==> src/rtl/pkt_rx_pkg.sv <==
// pkt_rx_pkg: shared framing state enum, 70-bit FIFO word and mod-to-bytes helper
package pkt_rx_pkg;
  typedef enum logic [1:0] {IDLE, IN_PKT, DROP} state_t;
  typedef struct packed {
    logic [63:0] data;
    logic        sop;
    logic        eop;
    logic [2:0]  mod;
    logic        err;
  } word_t;
  function automatic logic [3:0] mod_bytes(input logic [2:0] m);
    return (m == 3'd0) ? 4'd8 : {1'b0, m};
  endfunction
endpackage

==> src/rtl/pkt_rx_ctrl_if.sv <==
// pkt_rx_ctrl_if: MAC receive stream (val/sop/eop/mod, full backpressure) and buffered output stream (val/rdy)
// master drives MAC words and out_rdy; slave is the controller.
interface pkt_rx_ctrl_if;
  logic [63:0] pkt_rx_data;
  logic        pkt_rx_val;
  logic        pkt_rx_sop;
  logic        pkt_rx_eop;
  logic [2:0]  pkt_rx_mod;
  logic        pkt_rx_full;
  logic [63:0] out_data;
  logic        out_val;
  logic        out_rdy;
  logic        out_sop;
  logic        out_eop;
  logic [2:0]  out_mod;
  logic        out_err;
  modport master (
    output pkt_rx_data, pkt_rx_val, pkt_rx_sop, pkt_rx_eop, pkt_rx_mod, out_rdy,
    input  pkt_rx_full, out_data, out_val, out_sop, out_eop, out_mod, out_err
  );
  modport slave (
    input  pkt_rx_data, pkt_rx_val, pkt_rx_sop, pkt_rx_eop, pkt_rx_mod, out_rdy,
    output pkt_rx_full, out_data, out_val, out_sop, out_eop, out_mod, out_err
  );
endinterface

==> src/rtl/pkt_rx_fifo.sv <==
// pkt_rx_fifo: synchronous first-word-fall-through FIFO of word_t
// ports: clk, rst_n (async active-low), wr_en/wr_data push, rd_en pop,
//        rd_data/rd_val head word (zero while empty), count occupancy.
// The caller never pushes when full nor pops when empty.
module pkt_rx_fifo
  import pkt_rx_pkg::*;
#(
  parameter int DEPTH = 16
) (
  input  logic                     clk,
  input  logic                     rst_n,
  input  logic                     wr_en,
  input  word_t                    wr_data,
  input  logic                     rd_en,
  output word_t                    rd_data,
  output logic                     rd_val,
  output logic [$clog2(DEPTH):0]   count
);
  localparam int AW = $clog2(DEPTH);
  word_t mem [DEPTH];
  logic [AW-1:0] wp, rp;
  always_ff @(posedge clk)
    if (wr_en) mem[wp] <= wr_data;
  always_ff @(posedge clk or negedge rst_n)
    if (!rst_n) begin
      wp    <= '0;
      rp    <= '0;
      count <= '0;
    end else begin
      wp    <= wp + AW'(wr_en);
      rp    <= rp + AW'(rd_en);
      count <= count + (AW+1)'(wr_en) - (AW+1)'(rd_en);
    end
  assign rd_val  = count != '0;
  assign rd_data = rd_val ? mem[rp] : '0;
endmodule

==> src/rtl/pkt_rx_ctrl.sv <==
// pkt_rx_ctrl: MAC receive framing checker, overflow handling, FWFT buffering and statistics
// ports: clk_156m25, reset_156m25_n (async active-low), bus (pkt_rx_ctrl_if.slave),
//        clr_cnt sync counter clear, pkt_cnt/byte_cnt (wrap), err_cnt/ovf_cnt (saturate).
module pkt_rx_ctrl
  import pkt_rx_pkg::*;
#(
  parameter int FIFO_DEPTH  = 16,
  parameter int FULL_THRESH = 12
) (
  input  logic          clk_156m25,
  input  logic          reset_156m25_n,
  pkt_rx_ctrl_if.slave  bus,
  input  logic          clr_cnt,
  output logic [31:0]   pkt_cnt,
  output logic [31:0]   byte_cnt,
  output logic [15:0]   err_cnt,
  output logic [15:0]   ovf_cnt
);
  localparam int AW = $clog2(FIFO_DEPTH);
  localparam logic [AW:0] DEPTH_C  = (AW+1)'(FIFO_DEPTH);
  localparam logic [AW:0] THRESH_C = (AW+1)'(FULL_THRESH);
  state_t      state;
  logic        pending_err;
  logic [28:0] wcnt;
  logic [AW:0] occ, occ_nxt;
  logic        want_wr, wr_en, rd_en, ovf, err_inc, good_eop;
  logic [31:0] pkt_bytes;
  word_t       wr_word, rd_word;
  always_comb begin
    want_wr   = bus.pkt_rx_val & (bus.pkt_rx_sop | state == IN_PKT);
    ovf       = want_wr & (occ == DEPTH_C);
    wr_en     = want_wr & ~ovf;
    rd_en     = bus.out_val & bus.out_rdy;
    occ_nxt   = occ + (AW+1)'(wr_en) - (AW+1)'(rd_en);
    err_inc   = bus.pkt_rx_val & (bus.pkt_rx_sop ? state == IN_PKT : state == IDLE);
    good_eop  = wr_en & bus.pkt_rx_eop;
    // wcnt holds words already written for this packet, excluding the eop word
    pkt_bytes = (bus.pkt_rx_sop ? 32'd0 : {wcnt, 3'b000}) + 32'(mod_bytes(bus.pkt_rx_mod));
    wr_word   = '{data: bus.pkt_rx_data, sop: bus.pkt_rx_sop, eop: bus.pkt_rx_eop,
                  mod: bus.pkt_rx_mod, err: bus.pkt_rx_sop & (state == IN_PKT | pending_err)};
  end
  always_ff @(posedge clk_156m25 or negedge reset_156m25_n)
    if (!reset_156m25_n) begin
      state           <= IDLE;
      pending_err     <= 1'b0;
      wcnt            <= '0;
      bus.pkt_rx_full <= 1'b0;
      pkt_cnt         <= '0;
      byte_cnt        <= '0;
      err_cnt         <= '0;
      ovf_cnt         <= '0;
    end else begin
      bus.pkt_rx_full <= occ_nxt >= THRESH_C;
      // any sop restarts framing (also leaves DROP); eop always closes it
      if (ovf) state <= DROP;
      else if (bus.pkt_rx_val) state <= bus.pkt_rx_eop ? IDLE : (bus.pkt_rx_sop ? IN_PKT : state);
      if (ovf) pending_err <= 1'b1;
      else if (wr_en & bus.pkt_rx_sop) pending_err <= 1'b0;
      if (wr_en) wcnt <= bus.pkt_rx_sop ? 29'd1 : wcnt + 29'd1;
      if (clr_cnt) begin
        pkt_cnt  <= '0;
        byte_cnt <= '0;
        err_cnt  <= '0;
        ovf_cnt  <= '0;
      end else begin
        if (good_eop) begin
          pkt_cnt  <= pkt_cnt + 32'd1;
          byte_cnt <= byte_cnt + pkt_bytes;
        end
        if (err_inc & ~&err_cnt) err_cnt <= err_cnt + 16'd1;
        if (ovf & ~&ovf_cnt) ovf_cnt <= ovf_cnt + 16'd1;
      end
    end
  pkt_rx_fifo #(.DEPTH(FIFO_DEPTH)) u_fifo (
    .clk     (clk_156m25),
    .rst_n   (reset_156m25_n),
    .wr_en   (wr_en),
    .wr_data (wr_word),
    .rd_en   (rd_en),
    .rd_data (rd_word),
    .rd_val  (bus.out_val),
    .count   (occ)
  );
  assign bus.out_data = rd_word.data;
  assign bus.out_sop  = rd_word.sop;
  assign bus.out_eop  = rd_word.eop;
  assign bus.out_mod  = rd_word.mod;
  assign bus.out_err  = rd_word.err;
endmodule
==> src/flat_wrapper.sv <==
// flat-port wrapper written by rule: the top's interface ports become plain ports
module pkt_rx_ctrl_flat import pkt_rx_pkg::*;
#(
  parameter int FIFO_DEPTH  = 16,
  parameter int FULL_THRESH = 12
)
  (clk_156m25, reset_156m25_n, clr_cnt, pkt_cnt, byte_cnt, err_cnt, ovf_cnt, bus_pkt_rx_data, bus_pkt_rx_val, bus_pkt_rx_sop, bus_pkt_rx_eop, bus_pkt_rx_mod, bus_out_rdy, bus_pkt_rx_full, bus_out_data, bus_out_val, bus_out_sop, bus_out_eop, bus_out_mod, bus_out_err);
  pkt_rx_ctrl_if bus_i ();
  input  logic clk_156m25;
  input  logic reset_156m25_n;
  input  logic clr_cnt;
  output logic [31:0] pkt_cnt;
  output logic [31:0] byte_cnt;
  output logic [15:0] err_cnt;
  output logic [15:0] ovf_cnt;
  input wire logic [$bits(bus_i.pkt_rx_data)-1:0] bus_pkt_rx_data;
  input wire logic [$bits(bus_i.pkt_rx_val)-1:0] bus_pkt_rx_val;
  input wire logic [$bits(bus_i.pkt_rx_sop)-1:0] bus_pkt_rx_sop;
  input wire logic [$bits(bus_i.pkt_rx_eop)-1:0] bus_pkt_rx_eop;
  input wire logic [$bits(bus_i.pkt_rx_mod)-1:0] bus_pkt_rx_mod;
  input wire logic [$bits(bus_i.out_rdy)-1:0] bus_out_rdy;
  output wire logic [$bits(bus_i.pkt_rx_full)-1:0] bus_pkt_rx_full;
  output wire logic [$bits(bus_i.out_data)-1:0] bus_out_data;
  output wire logic [$bits(bus_i.out_val)-1:0] bus_out_val;
  output wire logic [$bits(bus_i.out_sop)-1:0] bus_out_sop;
  output wire logic [$bits(bus_i.out_eop)-1:0] bus_out_eop;
  output wire logic [$bits(bus_i.out_mod)-1:0] bus_out_mod;
  output wire logic [$bits(bus_i.out_err)-1:0] bus_out_err;
  assign bus_i.pkt_rx_data = bus_pkt_rx_data;
  assign bus_i.pkt_rx_val = bus_pkt_rx_val;
  assign bus_i.pkt_rx_sop = bus_pkt_rx_sop;
  assign bus_i.pkt_rx_eop = bus_pkt_rx_eop;
  assign bus_i.pkt_rx_mod = bus_pkt_rx_mod;
  assign bus_i.out_rdy = bus_out_rdy;
  assign bus_pkt_rx_full = bus_i.pkt_rx_full;
  assign bus_out_data = bus_i.out_data;
  assign bus_out_val = bus_i.out_val;
  assign bus_out_sop = bus_i.out_sop;
  assign bus_out_eop = bus_i.out_eop;
  assign bus_out_mod = bus_i.out_mod;
  assign bus_out_err = bus_i.out_err;
  pkt_rx_ctrl #(.FIFO_DEPTH(FIFO_DEPTH), .FULL_THRESH(FULL_THRESH)) u_core (.clk_156m25(clk_156m25), .reset_156m25_n(reset_156m25_n), .bus(bus_i), .clr_cnt(clr_cnt), .pkt_cnt(pkt_cnt), .byte_cnt(byte_cnt), .err_cnt(err_cnt), .ovf_cnt(ovf_cnt));
endmodule
==> config.mk <==
export PLATFORM = sky130hd
export DESIGN_NAME = pkt_rx_ctrl_flat
export DESIGN_NICKNAME = d
export VERILOG_FILES = /design/src/rtl/pkt_rx_pkg.sv /design/src/rtl/pkt_rx_ctrl_if.sv /design/src/rtl/pkt_rx_fifo.sv /design/src/rtl/pkt_rx_ctrl.sv /design/src/flat_wrapper.sv
export SDC_FILE = /design/constraint.sdc
export NUM_CORES = 1
export LEC_CHECK = 0
export BUFFER_PORTS_ARGS = -buffer_cell sky130_fd_sc_hd__buf_2
export CAP_MARGIN = 20
export CORE_MARGIN = 2
export CORE_UTILIZATION = 30
export CTS_CLUSTER_DIAMETER = 60
export DETAILED_ROUTE_END_ITERATION = 12
export GPL_ROUTABILITY_DRIVEN = 0
export PLACE_DENSITY = 0.45
export SLEW_MARGIN = 20
export SYNTH_ARGS = -nofsm -noshare
export SYNTH_HDL_FRONTEND = slang
export SYNTH_SLANG_ARGS = --single-unit
==> constraint.sdc <==
create_clock -name clk_156m25 -period 17.71 [get_ports clk_156m25]
set_input_delay 1.771 -clock clk_156m25 [delete_from_list [all_inputs] [get_ports clk_156m25]]
set_output_delay 1.771 -clock clk_156m25 [all_outputs]
set_load 0.02 [all_outputs]
Word-level counts from Yosys, hierarchy flattened

Memories as Yosys holds them, arrays and structs flattened.
Index checks and enable logic that the tools add are counted.
W data, S select, Z words.

Memories kept: 1
Bits of input ports: 74
Logic and storage cells: 73
Output and inout bits: 168
RAM bits: 1120
Register bits: 142

Memory list:

| memory            | depth | bits a word | read ports | clocked after Yosys merged registers in | write ports | line              | source |
|---|---|---|---|---|---|---|---|
| u_core.u_fifo.mem | 16    | 70          | 1          | 0                                       | 1           | pkt_rx_fifo.sv:20 | `word_t mem [DEPTH];` |

Bitwise gates (word level): 13
Mux-type cells: 21
Reductions and logical operators: 14
Equality and inequality tests: 2
Add/subtract/negate cells: 10
Order comparisons: 1

Operators with widths:

| kind                    | count |
|---|---|
| $mux W32                | 5 |
| $mux W70                | 1 |
| $mux W16                | 4 |
| $add A16 B1 Y16 const B | 2 |
| $add A32 B1 Y32 const B | 1 |
| $add A32 B32 Y32        | 1 |
| $add A32 B4 Y32         | 1 |
| $reduce_and A16 Y1      | 2 |
| $add A29 B1 Y29 const B | 1 |
| $mux W29                | 1 |
| $and A1 B1 Y1           | 10 |
| $reduce_bool A2 Y1      | 5 |
| $add A4 B1 Y4           | 2 |
| $mux W2                 | 4 |
| $add A5 B1 Y5           | 1 |
| $eq A5 B5 Y1 const B    | 1 |
| $ge A5 B4 Y1 const B    | 1 |
| $mux W1                 | 5 |
| $reduce_bool A5 Y1      | 1 |
| $sub A5 B1 Y5           | 1 |
| $mux W4                 | 1 |
| $logic_not A3 Y1        | 1 |
| $reduce_bool A3 Y1      | 1 |
| $eq A2 B1 Y1 const B    | 1 |
| other kinds (5)         | 7 |

Logic depth before layout (Yosys ltp)

Depth after elaboration: 9
Mapped depth: 15
Depth with buffers taken out: 15

By module

A second synthesis with hierarchy kept.

Cells, all modules: 2934
Area, all modules: 51649.5 µm²

Modules (own cells, without submodules):

| module      | area each (µm²) | cells each | sequential area each (µm²) | instances |
|---|---|---|---|---|
| pkt_rx_fifo | 43455.4         | 2014       | 33957.6                    | 1 |
| pkt_rx_ctrl | 8194.1          | 920        | 3228.1                     | 1 |

Worst setup path before layout

OpenSTA, ideal clock, no wires.

Path kind: in2reg
Start: input port bus_pkt_rx_sop
End: memory u_core.u_fifo.mem[10][0] in the netlist's numbering (enable)
Stages on the path: 4
Path buffers: 0
Required time: 17111 ps
Setup time: 599 ps
Arrival: 7439 ps
Setup slack: 9672 ps
Path through: o211ai_2 -> inv_1 -> nand3b_1 -> nor3b_1

Longest elaborated chain between the ends: 7

RTL lines:

| what                            | line               | source |
|---|---|---|
| from (decl)                     | flat_wrapper.sv:18 | `input wire logic [$bits(bus_i.pkt_rx_sop)-1:0] bus_pkt_rx_sop;` |
| $or A1 B1 Y1 *                  | pkt_rx_ctrl.sv:30  | `want_wr = bus.pkt_rx_val & (bus.pkt_rx_sop \| state == IN_PKT);` |
| $and A1 B1 Y1 *                 | pkt_rx_ctrl.sv:30  |  |
| $and A1 B1 Y1                   | pkt_rx_ctrl.sv:31  | `ovf = want_wr & (occ == DEPTH_C);` |
| $not A1 Y1                      | pkt_rx_ctrl.sv:32  | `wr_en = want_wr & ~ovf;` |
| $and A1 B1 Y1 *                 | pkt_rx_ctrl.sv:32  |  |
| named net u_core.u_fifo.wr_en   | pkt_rx_fifo.sv:12  | `input logic wr_en,` |
| $mux W1 *                       | pkt_rx_fifo.sv:23  | `if (wr_en) mem[wp] <= wr_data;` |
| $mux W1 (implied by the code) * | pkt_rx_fifo.sv:23  |  |
| to (decl)                       | pkt_rx_fifo.sv:20  |  |

Mark *: on every way through the listed nets, which the timed path passes. The rest lies on a longest branch.

Worst setup path after layout

Start: register u_core.u_fifo.rp[0]
End: output port bus_out_mod[2]

Longest elaborated chain between the ends: 2

RTL lines:

| what                   | line               | source |
|---|---|---|
| from (decl)            | pkt_rx_fifo.sv:21  | `logic [AW-1:0] wp, rp;` |
| from (signal assigned) | pkt_rx_fifo.sv:31  | `rp <= rp + AW'(rd_en);` |
| $mem_v2 Z16 W70        | --                 |  |
| $mux W70               | pkt_rx_fifo.sv:35  | `assign rd_data = rd_val ? mem[rp] : '0;` |
| to (decl)              | flat_wrapper.sv:27 | `output wire logic [$bits(bus_i.out_mod)-1:0] bus_out_mod;` |

Every way passes these cells.

==> metrics.txt <==
status=finished clean; first-pass GRT wire length=195000 µm; Hold Fails Final Rpt=0; Sw Pwr=2.80 mW; Initial DRT Pass Iterations=5; R2R setup slack=13.93 ns; post-route ant nets=0; fin cells=5301; hold_ws=0.506 ns; final setup violation count=0; Tcrit/Tclk final=38.2%; CP Capture Type=primary output; CTS buffer count=153; die area=174000 µm²; worst slew pin tran=1.17 ns; largest net degree at the start of global routing=163; combinational power share=27.7%; Post-synth EDFFs=1120; Min-Delay Path Class=register to register; initial antenna violation count=23; Post-Syn Area=51300 µm²; clk_skew=0.0414 ns; DR DRC count=0; Worst-Skew Late Latency=0.79 ns; starting density of the core=30.3%; Routed WL=134000 µm; Slew HR=22.3%; clk sink count=1262; asr flop ratio synth=11.3%; clk slew on worst S/H paths=0.05 ns; sum of negative setup slack=0 ns; Slew Limit Fails=0; switch share=30.7%; # Post-CTS Setup Buffers=0; # resized after CTS=0; initial detailed-routing violation count=2039; CP max FO=104; critical path type=register to primary output; CP Data Arrival Time=5.00 ns; CTS tree=yes; CP Buf/Inv Count=3; distinct cell type count of the synthesized netlist=78; crit path launch type=register; global route total overflow=0; final worst setup slack=10.94 ns; CP required=15.94 ns; RSZ-0062 raised after global routing=no; pwr/cell area=151 nW/µm²; synthesized flop and latch total=1262; Max Freq=148 MHz; Die Y=418 µm; GR Util All Layers=15.3%; Rows=151; sequential share of the synthesized area=72.4%; Place WS=11.56 ns; Peak VDD IR=0.145 mV; vias per std cell=4.93; syn nets=2784; Post-Syn Instances=2633; Static Leakage=20.6 nW; vias in the first global route=28200; clk buf depth=3; CP Cell Sequence=buf_4 -> buf_12 -> mux4_2 -> mux4_2 -> and2_1 -> buf_2; HPWL Detailed=71300 µm; Ys Warns=0; Layout fillers=15900; IO Pins=242; vias=26100; DP Cell Count=5022; Seq pwr share=40.0%; CORE AREA=170000 µm²; Chip Width=418 µm; Max Cap Viol=0; IO Port Bufs=241; Top FF cell, synth=edfxtp_1; hold-fix buffer count after cts=0; DR WL/cell=25.2 µm; slowest stage cell, crit path=dfrtp_4; max incr delay on CP=0.89 ns; htree depth=4; Clk pwr share=32.3%; min Tclk post-route=6.77 ns; cell internal pwr=6.31 mW; nets@finish=3110; Area Overhead vs Synth=17.2%; fin util=35.5%; most used cell, CP=mux4_2; critical path's top delay family=buffers and inverters; layout cells sized above 1=29.7%; clock root cell=clkbuf_16; Mean Syn Cell Area=19.5 µm²
==> layout make-up <==
cell class / instances / area, µm² / area share (%)
tap: 2218 / 2780 / 4.61
timing repair buffer: 294 / 1640 / 2.73
inverter: 30 / 114 / 0.189
antenna: 5 / 12.5 / 0.0208
clock inverter: 84 / 748 / 1.24
clock buffer: 190 / 4020 / 6.68
sequential: 1262 / 37200 / 61.8
multi-input combinational: 1218 / 13700 / 22.7
==> registers in the layout, indices dropped and copies added (netlist names) <==
| signal | cells |
|---|---|
| u_core.u_fifo.count | 5 |
| u_core.u_fifo.wp | 4 |
| u_core.wcnt | 29 |
| u_core.u_fifo.mem | 1120 |
| u_core.pending_err | 1 |
| u_core.err_cnt | 16 |
| u_core.byte_cnt | 32 |
| u_core.state | 2 |
| u_core.bus.pkt_rx_full | 1 |
| u_core.pkt_cnt | 32 |
| u_core.ovf_cnt | 16 |
| u_core.u_fifo.rp | 4 |
==> synthesized netlist by cell type (all sizes together), types with 38 or more instances <==
| library cell | count | area share [%] |
|---|---|---|
| a21oi | 66 | 0.64 |
| and2 | 77 | 0.94 |
| clkbuf | 88 | 0.65 |
| dfrtp | 142 | 6.9 |
| edfxtp | 1120 | 65 |
| ha | 74 | 1.8 |
| mux4 | 350 | 15 |
| nand2 | 116 | 0.87 |
| nand3 | 38 | 0.39 |
| nor2 | 129 | 0.99 |
| o21ai | 48 | 0.47 |
| xor2 | 67 | 1.1 |
==> power by group through the flow <==
stage	clock network, mW	logic (mW)	registers (mW)
2_1_floorplan	0	1.79	3.61
3_3_place_gp	0	2.58	3.70
3_5_place_dp	0	2.60	3.71
4_1_cts	3.03	2.61	3.65
5_1_grt	3.14	2.71	3.67
6_report	2.94	2.52	3.64
==> logic make-up (layout without fill, tap and decap cells) <==
| logic type | after synthesis | after routing | synth area share [%] |
|---|---|---|---|
| xor+xnor | 102 | 102 | 1.74 |
| other cells | 0 | 5 | 0 |
| mux | 357 | 357 | 15.5 |
| buf+inv | 153 | 598 | 1.18 |
| flops | 1262 | 1262 | 72.4 |
| simple gates | 504 | 504 | 5.10 |
| compound gates | 178 | 178 | 2.14 |
| fa+ha+maj | 77 | 77 | 1.92 |
==> per-stage QoR <==
stage	total power, mW	area, µm²
detailed placement	6.31	55400
global placement	6.28	55400
floorplan	5.41	51300
finish	9.11	60200
global route	9.52	60200
CTS	9.29	60200
==> cells in the final DEF, fill, tap and decap left out, drive strengths merged, types with 14 or more instances in the layout <==
cell type,count
nor3,22
inv,46
clkbuf,190
nor2b,34
clkinv,60
mux4,350
edfxtp,1120
xor2,67
and2,77
a21o,18
buf,294
or3,17
and3,14
nand2,116
ha,74
nor2,129
nand4,17
xnor2,35
o21ai,48
nand3,38
a21oi,66
dfrtp,142
==> final timing paths <==
kind / start / to / depth (start not counted)
setup / recovery: u_core.u_fifo.rp[0]$_DFF_PN0_ / bus_out_mod[2] / 6
hold / removal: u_core.state[1]$_DFFE_PN0P_ / u_core.state[1]$_DFFE_PN0P_ / 2
setup reg to reg: u_core.u_fifo.count[3]$_DFF_PN0_ / u_core.u_fifo.mem[5][67]$_DFFE_PP_ / 9
hold reg to reg: u_core.state[1]$_DFFE_PN0P_ / u_core.state[1]$_DFFE_PN0P_ / 2
max in group asynchronous: reset_156m25_n / u_core.u_fifo.rp[0]$_DFF_PN0_ / 2
min in group asynchronous: reset_156m25_n / u_core.byte_cnt[30]$_DFFE_PN0P_ / 1
==> layer usage <==
metal | track usage [%] | vias up | share of wire (%)
li1 | - | 11300 | -
met1 | 19.4 | 14000 | 43
met2 | 26.2 | 606 | 50
met3 | 3.17 | 227 | 4.5
met4 | 4.85 | 4 | 2.6
met5 | 0 | - | 0.020
==> worst reg2reg max path: stages, from the launching register on <==
cell and delay (ns):
dfrtp_1 0.36, inv_1 0.07, ha_1 0.19, nand4bb_1 0.22, o211ai_2 0.12, buf_4 0.23
inv_1 0.38, nand3b_1 0.35, nor2_4 0.62, buf_4 0.81
Note: power is estimated with default switching activity, not from simulation.
